===== config.mk =====
export PLATFORM = sky130hd
export DESIGN_NAME = adder_bist
export DESIGN_NICKNAME = d
export VERILOG_FILES = /design/src/rtl/adder_bist_pkg.sv /design/src/rtl/adder_bist_cmp.sv /design/src/rtl/adder_bist.sv
export SDC_FILE = /design/constraint.sdc
export NUM_CORES = 1
export LEC_CHECK = 0
export ABC_AREA = 1
export CAP_MARGIN = 20
export CORE_AREA = 2 2 65 67
export DETAILED_ROUTE_END_ITERATION = 8
export DIE_AREA = 0 0 67 69
export PLACE_DENSITY = 0.74
export REMOVE_ABC_BUFFERS = 1
export SLEW_MARGIN = 20
export SYNTH_ARGS = -nofsm -noshare
export SYNTH_HDL_FRONTEND = slang
export SYNTH_SLANG_ARGS = --single-unit

===== constraint.sdc =====
create_clock -name clk -period 2.89 [get_ports clk]
set_clock_uncertainty 0.1 [all_clocks]
set_input_delay 0.289 -clock clk [delete_from_list [all_inputs] [get_ports clk]]
set_output_delay 0.289 -clock clk [all_outputs]
set_load 0.05 [all_outputs]

===== src/rtl/adder_bist_pkg.sv =====
// Shared types and width helpers for the adder BIST engine.
package adder_bist_pkg;

    typedef enum logic [1:0] {
        StIdle,
        StSettle,
        StCheck,
        StDone
    } state_e;

    function automatic int unsigned vec_w(input int unsigned width);
        return 2 * width + 1;
    endfunction

    function automatic int unsigned cnt_w(input int unsigned width);
        return 2 * width + 2;
    endfunction

endpackage


===== src/rtl/adder_bist_cmp.sv =====
// Golden add of the applied vector and equality against the adder's response.
module adder_bist_cmp #(
    parameter int unsigned WIDTH = 4
) (
    input  logic [WIDTH-1:0] a,
    input  logic [WIDTH-1:0] b,
    input  logic             cin,
    input  logic [WIDTH-1:0] sum,
    input  logic             cout,
    output logic             ok
);

    logic [WIDTH:0] exp_sum;

    assign exp_sum = {1'b0, a} + {1'b0, b} + {{WIDTH{1'b0}}, cin};
    assign ok      = ({cout, sum} == exp_sum);

endmodule


===== src/rtl/adder_bist.sv =====
// Exhaustive BIST sequencer for a WIDTH-bit adder: walks {A,B,Cin}, checks each result,
// counts failures and captures the first failing vector.
module adder_bist
    import adder_bist_pkg::*;
#(
    parameter int unsigned WIDTH  = 4,
    parameter int unsigned SETTLE = 1
) (
    input  logic                      clk,
    input  logic                      rst_n,
    input  logic                      start,
    output logic [WIDTH-1:0]          a_out,
    output logic [WIDTH-1:0]          b_out,
    output logic                      cin_out,
    input  logic [WIDTH-1:0]          sum_in,
    input  logic                      cout_in,
    output logic                      busy,
    output logic                      done,
    output logic                      pass,
    output logic [cnt_w(WIDTH)-1:0]   fail_count,
    output logic                      first_fail_valid,
    output logic [vec_w(WIDTH)-1:0]   first_fail_vec
);

    localparam int unsigned VecW = vec_w(WIDTH);
    localparam int unsigned CntW = cnt_w(WIDTH);
    localparam int unsigned SetW = (SETTLE > 1) ? $clog2(SETTLE) : 1;
    localparam logic [SetW-1:0] SetLast = SetW'(SETTLE - 1);
    localparam logic [VecW-1:0] IdxMax  = '1;

    state_e          state_q;
    logic [VecW-1:0] idx_q;
    logic [SetW-1:0] set_q;
    logic [CntW-1:0] fail_q;
    logic            busy_q;
    logic            done_q;
    logic            pass_q;
    logic            ffv_q;
    logic [VecW-1:0] ffvec_q;
    logic            ok;

    assign a_out   = idx_q[VecW-1:WIDTH+1];
    assign b_out   = idx_q[WIDTH:1];
    assign cin_out = idx_q[0];

    adder_bist_cmp #(
        .WIDTH(WIDTH)
    ) u_cmp (
        .a   (a_out),
        .b   (b_out),
        .cin (cin_out),
        .sum (sum_in),
        .cout(cout_in),
        .ok  (ok)
    );

    always_ff @(posedge clk or negedge rst_n) begin
        if (!rst_n) begin
            state_q <= StIdle;
            idx_q   <= '0;
            set_q   <= '0;
            fail_q  <= '0;
            busy_q  <= 1'b0;
            done_q  <= 1'b0;
            pass_q  <= 1'b0;
            ffv_q   <= 1'b0;
            ffvec_q <= '0;
        end else begin
            done_q <= 1'b0;
            unique case (state_q)
                StIdle: begin
                    if (start) begin
                        state_q <= StSettle;
                        idx_q   <= '0;
                        set_q   <= '0;
                        fail_q  <= '0;
                        pass_q  <= 1'b0;
                        ffv_q   <= 1'b0;
                        ffvec_q <= '0;
                        busy_q  <= 1'b1;
                    end
                end
                StSettle: begin
                    if (set_q == SetLast) begin
                        set_q   <= '0;
                        state_q <= StCheck;
                    end else begin
                        set_q <= set_q + SetW'(1);
                    end
                end
                StCheck: begin
                    if (!ok) begin
                        fail_q <= fail_q + CntW'(1);
                        if (!ffv_q) begin
                            ffv_q   <= 1'b1;
                            ffvec_q <= idx_q;
                        end
                    end
                    if (idx_q == IdxMax) begin
                        // pass must reflect this final check as well
                        state_q <= StDone;
                        done_q  <= 1'b1;
                        busy_q  <= 1'b0;
                        pass_q  <= ok && (fail_q == '0);
                    end else begin
                        idx_q   <= idx_q + VecW'(1);
                        state_q <= StSettle;
                    end
                end
                StDone: begin
                    state_q <= StIdle;
                end
                default: begin
                    state_q <= StIdle;
                end
            endcase
        end
    end

    assign busy             = busy_q;
    assign done             = done_q;
    assign pass             = pass_q;
    assign fail_count       = fail_q;
    assign first_fail_valid = ffv_q;
    assign first_fail_vec   = ffvec_q;

endmodule


Yosys cells after proc, flatten, opt, wreduce, memory -nomap -nowiden
Index checks and enable logic that the tools add are counted.

storage, ports and cells
  bits of input ports = 8
  register bits after elaboration = 35
  output and inout bits = 32
  word-level logic and storage cells = 61

operators by class
  add/sub/neg operators = 5
  reductions and logical operators = 11
  multiplexer cells = 25
  equality and inequality tests = 11

operators by type and width
  cell                                                                    count
  9-bit 2-to-1 mux                                                        4
  9-bit case mux with 2 select lines                                      2
  10-bit 2-to-1 mux                                                       2
  10-bit case mux with 2 select lines                                     1
  2-bit != test (second input constant)                                   6
  10-bit by 1-bit adder with 10-bit output (second input constant)        1
  10-bit zero test                                                        1
  9-bit by 1-bit adder with 9-bit output (second input constant)          1
  9-bit equality test (second input constant)                             1
  3-bit AND reduction                                                     3
  1-bit 2-to-1 mux                                                        8
  1-bit case mux with 2 select lines                                      4
  2-bit case mux with 4 select lines                                      1
  2-bit 2-to-1 mux                                                        3
  4-bit by 4-bit adder with 5-bit output                                  1
  5-bit by 1-bit adder with 5-bit output                                  1
  5-bit equality test                                                     1
  2-bit equality test (second input constant)                             2
  2-bit AND reduction                                                     2
  4-bit AND reduction                                                     1
  2-bit nonzero test                                                      2
  2-bit by 1-bit equality test with 1-bit output (second input constant)  1
  2-bit zero test                                                         1
  1-bit adder (second input constant)                                     1
  1-bit logical AND                                                       1

Depth between registers and ports, before layout
Gate-level depths: netlist (run 1).

  depth after elaboration = 6
  mapped depth = 15
  depth with buffers taken out = 15

Hierarchy
Synthesis (run 1) repeated with hierarchy kept, for this count alone.

unflattened totals
  cells, all modules = 265
  area total of the unflattened synthesis = 2,038.2 um^2

by module, submodules not included
  module          cells each  area an instance (um^2)  sequential area each (um^2)  instances
  adder_bist      222         1,795.5                  850.8                        1
  adder_bist_cmp  43          242.7                    0.0                          1

Worst setup path before layout (run 1)
No wires, ideal clock.

  kind = register to register
  start point = reg idx_q[5]
  end point = reg ffvec_q[2], in the netlist first_fail_vec[2]
  arrival = 2.361 ns
  setup time = 0.119 ns
  stages on the path, launching flop included = 11
  setup slack = 0.310 ns
  required time = 2.671 ns
  clock period less this slack = 2.580 ns
  path buffers = 1
  cell sequence = dfrtp_1 > fa_1 > fa_1 > xor2_1 > nor2_1 > nand2_1 > nor2_2 > nand2_2 > buf_2 > nand4_1 > nand2_1

on the way
  longest elaborated chain between the ends = 5

RTL lines
  what                                    RTL line              RTL
  start: declaration                      adder_bist.sv:32      logic [VecW-1:0] idx_q;
  start signal: assignment                adder_bist.sv:106     idx_q <= idx_q + VecW'(1);
  4-bit by 4-bit adder with 5-bit output  adder_bist_cmp.sv:15  assign exp_sum = {1'b0, a} + {1'b0, b} + {{WIDTH{1'b0}}, cin};
  5-bit by 1-bit adder with 5-bit output  adder_bist_cmp.sv:15
  5-bit equality test                     adder_bist_cmp.sv:16  assign ok = ({cout, sum} == exp_sum);
  2-bit != test (no source line)          -
  4-bit AND reduction (no source line)    -
  end signal: assignment                  adder_bist.sv:96      ffvec_q <= idx_q;
  end: declaration                        adder_bist.sv:39      logic [VecW-1:0] ffvec_q;

No other way between the ends.
A chain may end at the register's enable or synchronous reset.

Final worst setup path (run 1)
  start point = reg idx_q[5]
  end point = reg fail_q[4], in the netlist fail_count[4]

on the way
  longest elaborated chain between the ends = 5

RTL lines
  what                                    RTL line              RTL
  4-bit by 4-bit adder with 5-bit output  adder_bist_cmp.sv:15
  5-bit by 1-bit adder with 5-bit output  adder_bist_cmp.sv:15
  5-bit equality test                     adder_bist_cmp.sv:16
  2-bit != test (no source line)          -
  3-bit AND reduction (no source line)    -
  end signal: assignment                  adder_bist.sv:93      fail_q <= fail_q + CntW'(1);
  end: declaration                        adder_bist.sv:34      logic [CntW-1:0] fail_q;

No other way between the ends.

==> results.yml, run 1 <==
logic_synthesis:
  yosysWarnings: 0
  synth_seq_cells: 34
  synth_area_sq_mm: 0.001889
  yosysSeqAreaShare_pct: 45.03
  synth_top_cell_by_area: "dfrtp_1"
  syn_area_per_cell_sq_um: 8.250
  yosys-top-cells-area: "dfrtp_1 (45%), nand2_1 (13%), inv_1 (4.8%)"
  synth_top_area_share_pct: 45.03
  yosys.cell_types.count: 30
  syn_inst: 229
detailed_routing:
  viasPerCell: 5.062
  ant_nets: 0
  avgRoutedWirePerCell_microns: 12.82
  drt-pass1-iter-count: 4
  drtIter0Drc: 89
  drc: 0
  num_vias: 1645
  wirelength_mm: 4.168
floorplan:
  ios: 40
  core_sq_mm: 0.003914
  fp-row-count: 23
  die-area_sq_mm: 0.004623
  die_w_microns: 67
  die_y_microns: 69
  start_util_pct: 48.27
timing:
  grt_setup_unrepaired: "no"
  post-route-period-util_pct: 91.34
  setup_viol: 0
  finalCriticalPeriod_ps: 2640
  hold_violations: 0
  max_slew_margin_pct: 65.63
  worst_pin_slew_ps: 513.9
  tns_ps: 0
  fmax_mhz: 378.8
  slew_viol_final: 0
worst_setup_path:
  reg2reg_from: "idx_q[5]$_DFFE_PN0P_"
  arrival_ps: 2710
  rrSetupSlack_ps: 250
  critical_path_required_ps: 2960
  path_class: "reg -> reg"
  startpoint_type: "flop"
  rr_worst_depth: 9
  end_kind: "flop"
  cp_max_fo: 13
  r2r_end: "fail_count[4]$_DFFE_PN0P_"
grt:
  busiest_layer: "met2"
  gr-usage-met2_pct: 30.36
  grt_max_degree: 35
  grt_usage_pct: 19.90
  grt_pass1_vias: 1477
  met1_usage_pct: 27.39
  grt_util_met3_pct: 4.894
  grt_pass1_wl_mm: 6.934
  antenna_found_initial: 0
  grt_overflow: 0
finish:
  drive_above_1_share_pct: 8.727
  fillers: 350
  mostFrequentLayoutCells: "nand2_1 (63), clkdlybuf4s50_1 (39), dfrtp_1 (34), inv_1 (24), nand3_1 (17)"
  final_common_cell: "nand2_1"
  fin_nets: 291
  syn2layout_area_growth_pct: 29.01
  n_antenna_cell: 0
clock_network:
  cts_hold_buf: 0
  cts_resized: 0
  cts_sinks: 34
  clk_latency_ps: 290
  cts_made_buffers: 5
  cts_htree_levels: 2
  clock_path_buffers: 2
  tritoncts: "yes"
  cts_setup_buffers: 0
  cts.clk_slew.worst_paths_ps: 70
  clockRootBuffer: "clkbuf_8"
job:
  cap_violations: 0
run_status:
  status: "finished clean"
min_path:
  min_path_type: "in -> async"
placement:
  io_buffers: 39
  globalplace.congestion: 0.8753
  dp_hpwl_mm: 3.147
==> routing by layer <==
layer  vias up  routed length (microns)
li1        840                        -
met1       764                     1906
met2        32                     2021
met3         9                      163
met4         0                       77
met5         -                        0
==> synthesized netlist by cell type <==
cell type	instances
dfrtp_1	34
nand2_1	63
nor2_2	2
nor2_4	1
nand2_4	1
nor4_1	1
o21ai_0	15
nand2b_1	1
o31ai_1	1
a21boi_1	1
o21bai_1	1
fa_1	2
xnor2_1	4
inv_2	1
nand2_2	4
nor3_1	5
inv_4	1
inv_1	24
nor2_1	12
nand3_1	17
o21ai_2	1
xor2_1	6
nand3_2	2
nand3b_1	1
a21oi_1	6
nand4_1	12
buf_2	1
ha_1	7
clkbuf_1	1
buf_6	1
==> sequential cells by signal, summed over array words and instances, names as in the netlist <==
| register | count |
|---|---|
| first_fail_vec | 9 |
| fail_count | 10 |
| done | 1 |
| first_fail_valid | 1 |
| state_q | 2 |
| idx_q | 9 |
| pass | 1 |
| busy | 1 |
==> worst max path at each step <==
| stage | cells past startpoint | start | end |
|---|---|---|---|
| after floorplan | 9 | idx_q[5]$_DFFE_PN0P_ | fail_count[0]$_DFFE_PN0P_ |
| after global placement | 9 | idx_q[5]$_DFFE_PN0P_ | fail_count[7]$_DFFE_PN0P_ |
| after detailed placement | 9 | idx_q[5]$_DFFE_PN0P_ | fail_count[3]$_DFFE_PN0P_ |
| after CTS | 9 | idx_q[5]$_DFFE_PN0P_ | fail_count[4]$_DFFE_PN0P_ |
| after global routing | 13 | idx_q[5]$_DFFE_PN0P_ | fail_count[2]$_DFFE_PN0P_ |
| final | 9 | idx_q[5]$_DFFE_PN0P_ | fail_count[4]$_DFFE_PN0P_ |
==> final cells by class <==
type,count,area (sq um),share of cell area [%]
Multi-Input combinational cell,166,923.4,37.88
Sequential cell,34,850.8,34.91
Timing Repair Buffer,41,405.4,16.63
Inverter,26,100.1,4.107
Clock buffer,6,82.58,3.388
Tap cell,50,62.56,2.567
Clock inverter,2,12.51,0.5133
==> critical path: stages (launching register included) <==
cell	delay [ps]
dfrtp_1	450
fa_1	470
fa_1	470
xor2_1	170
nor2_1	100
nand2_1	70
nor2_2	110
nand2_2	170
nand2_1	290
o21ai_0	130
==> metrics by stage <==
step	hold slack [ps]	util (%)	instances	cell area, sq um	worst slack (ps)
final	292.4	62.28	325	2437	250.3
after global routing	342.6	62.28	325	2437	27.94
after CTS	308.3	62.15	325	2432	263.4
after detailed placement	359.8	59.72	317	2337	268.3
after global placement	358.5	59.72	317	2337	339.3
after floorplan	-106.6	-	226	1869	248.1
==> cells by family (layout without fill, tap and decap cells) <==
kind of cell / count (synthesis) / after routing / synth area share [%]
AOI/OAI and AO/OA: 25 / 25 / 7.219
xor gates and xnor gates: 10 / 10 / 4.636
adders and majority gates: 9 / 9 / 6.755
buffers and inverters: 29 / 75 / 6.357
DFF: 34 / 34 / 45.03
and+or+nand+nor: 122 / 122 / 30.00
Power of run 1 is not shown: default switching activity piles up to over one toggle a cycle in this logic, so the estimate is an artifact.
==> run 2, diff against run 1 <==
--- a/config.mk
+++ b/config.mk
@@ -8,6 +8,8 @@
 export ABC_AREA = 1
 export CAP_MARGIN = 20
 export CORE_AREA = 2 2 65 67
+export CTS_BUF_LIST = sky130_fd_sc_hd__clkbuf_4
+export CTS_CLUSTER_SIZE = 12
 export DETAILED_ROUTE_END_ITERATION = 8
 export DIE_AREA = 0 0 67 69
 export PLACE_DENSITY = 0.74
==> run 2 against run 1 <==
Against the previous run: register-to-register slack about the same; clock-buffer cell count fell by 1; setup slack better by 8.4 ps; wire length decreased by 1.2%; cell count stayed put; first-iteration DRC count up 26%; critical path depth is the same; die area is the same; critical path type unchanged; critical endpoint unchanged.
==> results.yml, run 2 (synthesized netlist as in run 1, its figures left out) <==
run_status:
  status: "finished clean"
detailed_routing:
  viasPerCell: 5.065
  drt-pass1-iter-count: 4
  num_vias: 1646
  avgRoutedWirePerCell_microns: 12.68
  drc: 0
  drtIter0Drc: 112
  ant_nets: 0
  wirelength_mm: 4.120
finish:
  final_cell_count_no_fill: 325
  final_common_cell: "nand2_1"
  n_antenna_cell: 0
  drive_above_1_share_pct: 8.727
  mostFrequentLayoutCells: "nand2_1 (63), clkdlybuf4s50_1 (39), dfrtp_1 (32), inv_1 (24), nand3_1 (17)"
  fillers: 361
  finalInstanceArea_sq_mm: 0.002394
  syn2layout_area_growth_pct: 26.69
  largest_reg_flops: 10
  fin_nets: 291
floorplan:
  start_util_pct: 48.27
  ios: 40
  core_sq_mm: 0.003914
  fp-row-count: 23
  die_w_microns: 67
  die-area_sq_mm: 0.004623
  die_y_microns: 69
job:
  cap_violations: 0
timing:
  hold_violations: 0
  slew_viol_final: 0
  post-route-period-util_pct: 91.05
  worst_pin_slew_ps: 513.8
  finalCriticalPeriod_ps: 2631
  tns_ps: 0
  max_slew_margin_pct: 65.64
  fmax_mhz: 380.0
  grt_setup_unrepaired: "no"
  setup_viol: 0
grt:
  grt_pass1_vias: 1465
  met1_usage_pct: 27.28
  grt_usage_pct: 19.50
  antenna_found_initial: 0
  grt_overflow: 0
  grt_util_met3_pct: 4.405
  grt_max_degree: 35
  gr-usage-met2_pct: 30.14
  busiest_layer: "met2"
  grt_pass1_wl_mm: 6.872
clock_network:
  tritoncts: "yes"
  cts_setup_buffers: 0
  cts_hold_buf: 0
  clk_latency_ps: 350
  clock_path_buffers: 2
  clockRootBuffer: "clkbuf_4"
  cts_made_buffers: 5
  cts_sinks: 34
  cts_htree_levels: 2
  cts.clk_slew.worst_paths_ps: 100
placement:
  dp_hpwl_mm: 3.147
  io_buffers: 39
  placed_cell_area_sq_mm: 0.002337
  globalplace.congestion: 0.8753
  placedCellCount: 317
worst_setup_path:
  arrival_ps: 2760
  cp_max_fo: 13
  critical_path_required_ps: 3020
  end_kind: "flop"
  path_class: "reg -> reg"
  startpoint_type: "flop"
min_path:
  min_path_type: "in -> async"
## run 2: timing repair
item                       CTS  global route
gates resized for setup      0             2
setup endpoints to repair    0             1
hold endpoints to repair     0             0
## run 2: worst paths after layout
path                       cells after the start  slack [ps]                     startpoint                             to
max                                            9         260           idx_q[5]$_DFFE_PN0P_      fail_count[4]$_DFFE_PN0P_
min                                            2         230                          rst_n      fail_count[6]$_DFFE_PN0P_
max reg2reg                                    9         260           idx_q[5]$_DFFE_PN0P_      fail_count[4]$_DFFE_PN0P_
min reg2reg                                    2         380  first_fail_vec[4]$_DFFE_PN0P_  first_fail_vec[4]$_DFFE_PN0P_
max in group asynchronous                      2        2130                          rst_n           idx_q[0]$_DFFE_PN0P_
min in group clk                               2         380  first_fail_vec[4]$_DFFE_PN0P_  first_fail_vec[4]$_DFFE_PN0P_
## run 2: layout make-up
cell class,instances,area [sq um],area share (%)
Timing Repair Buffer,41,405.4,16.94
Multi-Input combinational cell,166,918.4,38.37
Tap cell,50,62.56,2.614
Clock buffer,5,37.54,1.568
Inverter,26,100.1,4.182
Sequential cell,34,853.3,35.65
Clock inverter,3,16.27,0.6796
## run 2: worst max-delay path, cell delays in order (launching register included)
cell and delay (ps):
dfrtp_1 460, fa_1 470, fa_1 460, xor2_1 170, nor2_1 100, nand2_1 70, nor2_2 110, nand2_2 160
nand2_1 290, o21ai_0 120
## run 2: metrics by stage
step	worst slack, ps	hold slack (ps)	util [%]
detailed placement	268.3	359.8	59.72
finish	258.7	231.3	61.16
floorplan	248.1	-106.6	-
CTS	261.3	236.0	61.09
global placement	339.3	358.5	59.72
global route	25.42	274.6	61.16
## run 2: metal layers
layer | vias up | share of wire (%)
met2 | 43 | 49
met5 | - | 0
li1 | 840 | -
met4 | 0 | 1.6
met1 | 757 | 45
met3 | 6 | 4.6
Power of run 2 is left out for the same reason.
==> variant, RTL diff (flow settings as in run 1) <==
`WIDTH` is set to 4 in 2 places; all go to 3.
--- a/src/rtl/adder_bist_cmp.sv
+++ b/src/rtl/adder_bist_cmp.sv
@@ -2,3 +2,3 @@
 module adder_bist_cmp #(
-    parameter int unsigned WIDTH = 4
+    parameter int unsigned WIDTH = 3
 ) (
--- a/src/rtl/adder_bist.sv
+++ b/src/rtl/adder_bist.sv
@@ -5,3 +5,3 @@
 #(
-    parameter int unsigned WIDTH  = 4,
+    parameter int unsigned WIDTH  = 3,
     parameter int unsigned SETTLE = 1
Ports: changed (5 resized); port bits go from 40 to 33. No check against the original RTL was run, so the function may have changed too.
==> variant against run 1 <==
  * Sequential share of layout area about the same
  * Setup slack gained 0.057 ns
  * Die area unchanged
  * Routed wire length down 22%
  * Synthesized cell count is 16% lower
  * Final area decreased by 18%
  * Sequential cell count decreased by 6
  * Synthesized area shrank 17%
  * Via count decreased by 18%
  * Global-route usage down 4.9 points
==> variant: results <==
[run_status]
status = "completed"

[logic_synthesis]
synth_common_cells = "nand2_1 (52), dfrtp_1 (28), inv_1 (27)"
synth_xor_area_share_pct = 4.48
synth_adder_area_share_pct = 6.56
synth_compound_area_share_pct = 6.96
yosysSeqAreaShare_pct = 44.8
synth_cell_types = 22

[cells_and_area]
n_all_buffers = 35
nets = 243
multi_input_area_um2 = 721
inverters = 29
drive_gt1_share_pct = 6.58
seq_area_um2 = 701
num-multi-input-gates = 132
largest_register_ffs = 8
fillerInstances = 390
clk_share_pct = 3.55
clockBufferCount = 3
buf_share_pct = 17.1

[global_routing]
grt_pass1_wl_um = 5530
grt_pass1_vias = 1256
grtUsageTotal_pct = 15.0

[clocking]
cts.sinks = 28
clockBufferDepth = 2
clk_pin_slew_worst_paths_ns = 0.10

[routing]
viasPerCell = 4.83
dr.first_iter.drc_count = 46
drt_wl_total_um = 3260

[power_and_ir_drop]
pg_seq_w = 0.000540

[critical_path]
path_max_fanout = 12
crit_arrival_ns = 2.66

[placement]
portBuffers = 32
routabilityCongestion = 0.863
dp_hpwl_um = 2460
place_ws_ns = 0.302

[sta]
max-slew-margin-rel_pct = 66.2
## variant: cell count changes after synthesis, sizes merged, moves of 3 or more
cell          run 1  this run
dfrtp            34        28
a21oi             6         2
nand3            19        14
o21ai            16        13
nand2            68        56
nand4            12         9
o22ai             0         3
inv              26        29
## variant: final timing paths
kind                                   start           endpoint  slack, ns  cells after the start
min                                    rst_n      fail_count[1]       0.28                      2
max reg2reg                         idx_q[4]  first_fail_vec[3]       0.31                     11
max in group asynchronous              rst_n           idx_q[4]       2.15                      2
max                                 idx_q[4]  first_fail_vec[3]       0.31                     11
min reg2reg                first_fail_vec[5]  first_fail_vec[5]       0.38                      2
min in group clk           first_fail_vec[5]  first_fail_vec[5]       0.38                      2
## variant: metrics by stage
stage | std cells | hold slack [ns] | cell area, µm² | util (%)
3_5_place_dp | 274 | 0.359 | 1940 | 49.5
2_1_floorplan | 189 | -0.107 | 1530 | -
4_1_cts | 278 | 0.286 | 2010 | 51.3
3_3_place_gp | 274 | 0.353 | 1940 | 49.5
5_1_grt | 278 | 0.320 | 2010 | 51.3
6_report | 278 | 0.275 | 2010 | 51.3
## variant: routing by layer
metal | up-vias | track usage [%] | wire (µm)
li1 | 688 | - | -
met1 | 620 | 20.2 | 1570
met2 | 30 | 24.1 | 1480
met3 | 5 | 2.61 | 150
met4 | 0 | 4.99 | 63
met5 | - | 0 | 0
## variant: critical path, cell delays in order, from the launching register on
cell and delay, ns:
dfrtp_1 0.46, fa_1 0.46, inv_1 0.08, fa_1 0.42
nand2_1 0.08, nand2_1 0.05, nand3_1 0.09, nor2_2 0.04
nand2_2 0.22, nand3_1 0.28, nand2_1 0.13, nand2_1 0.05
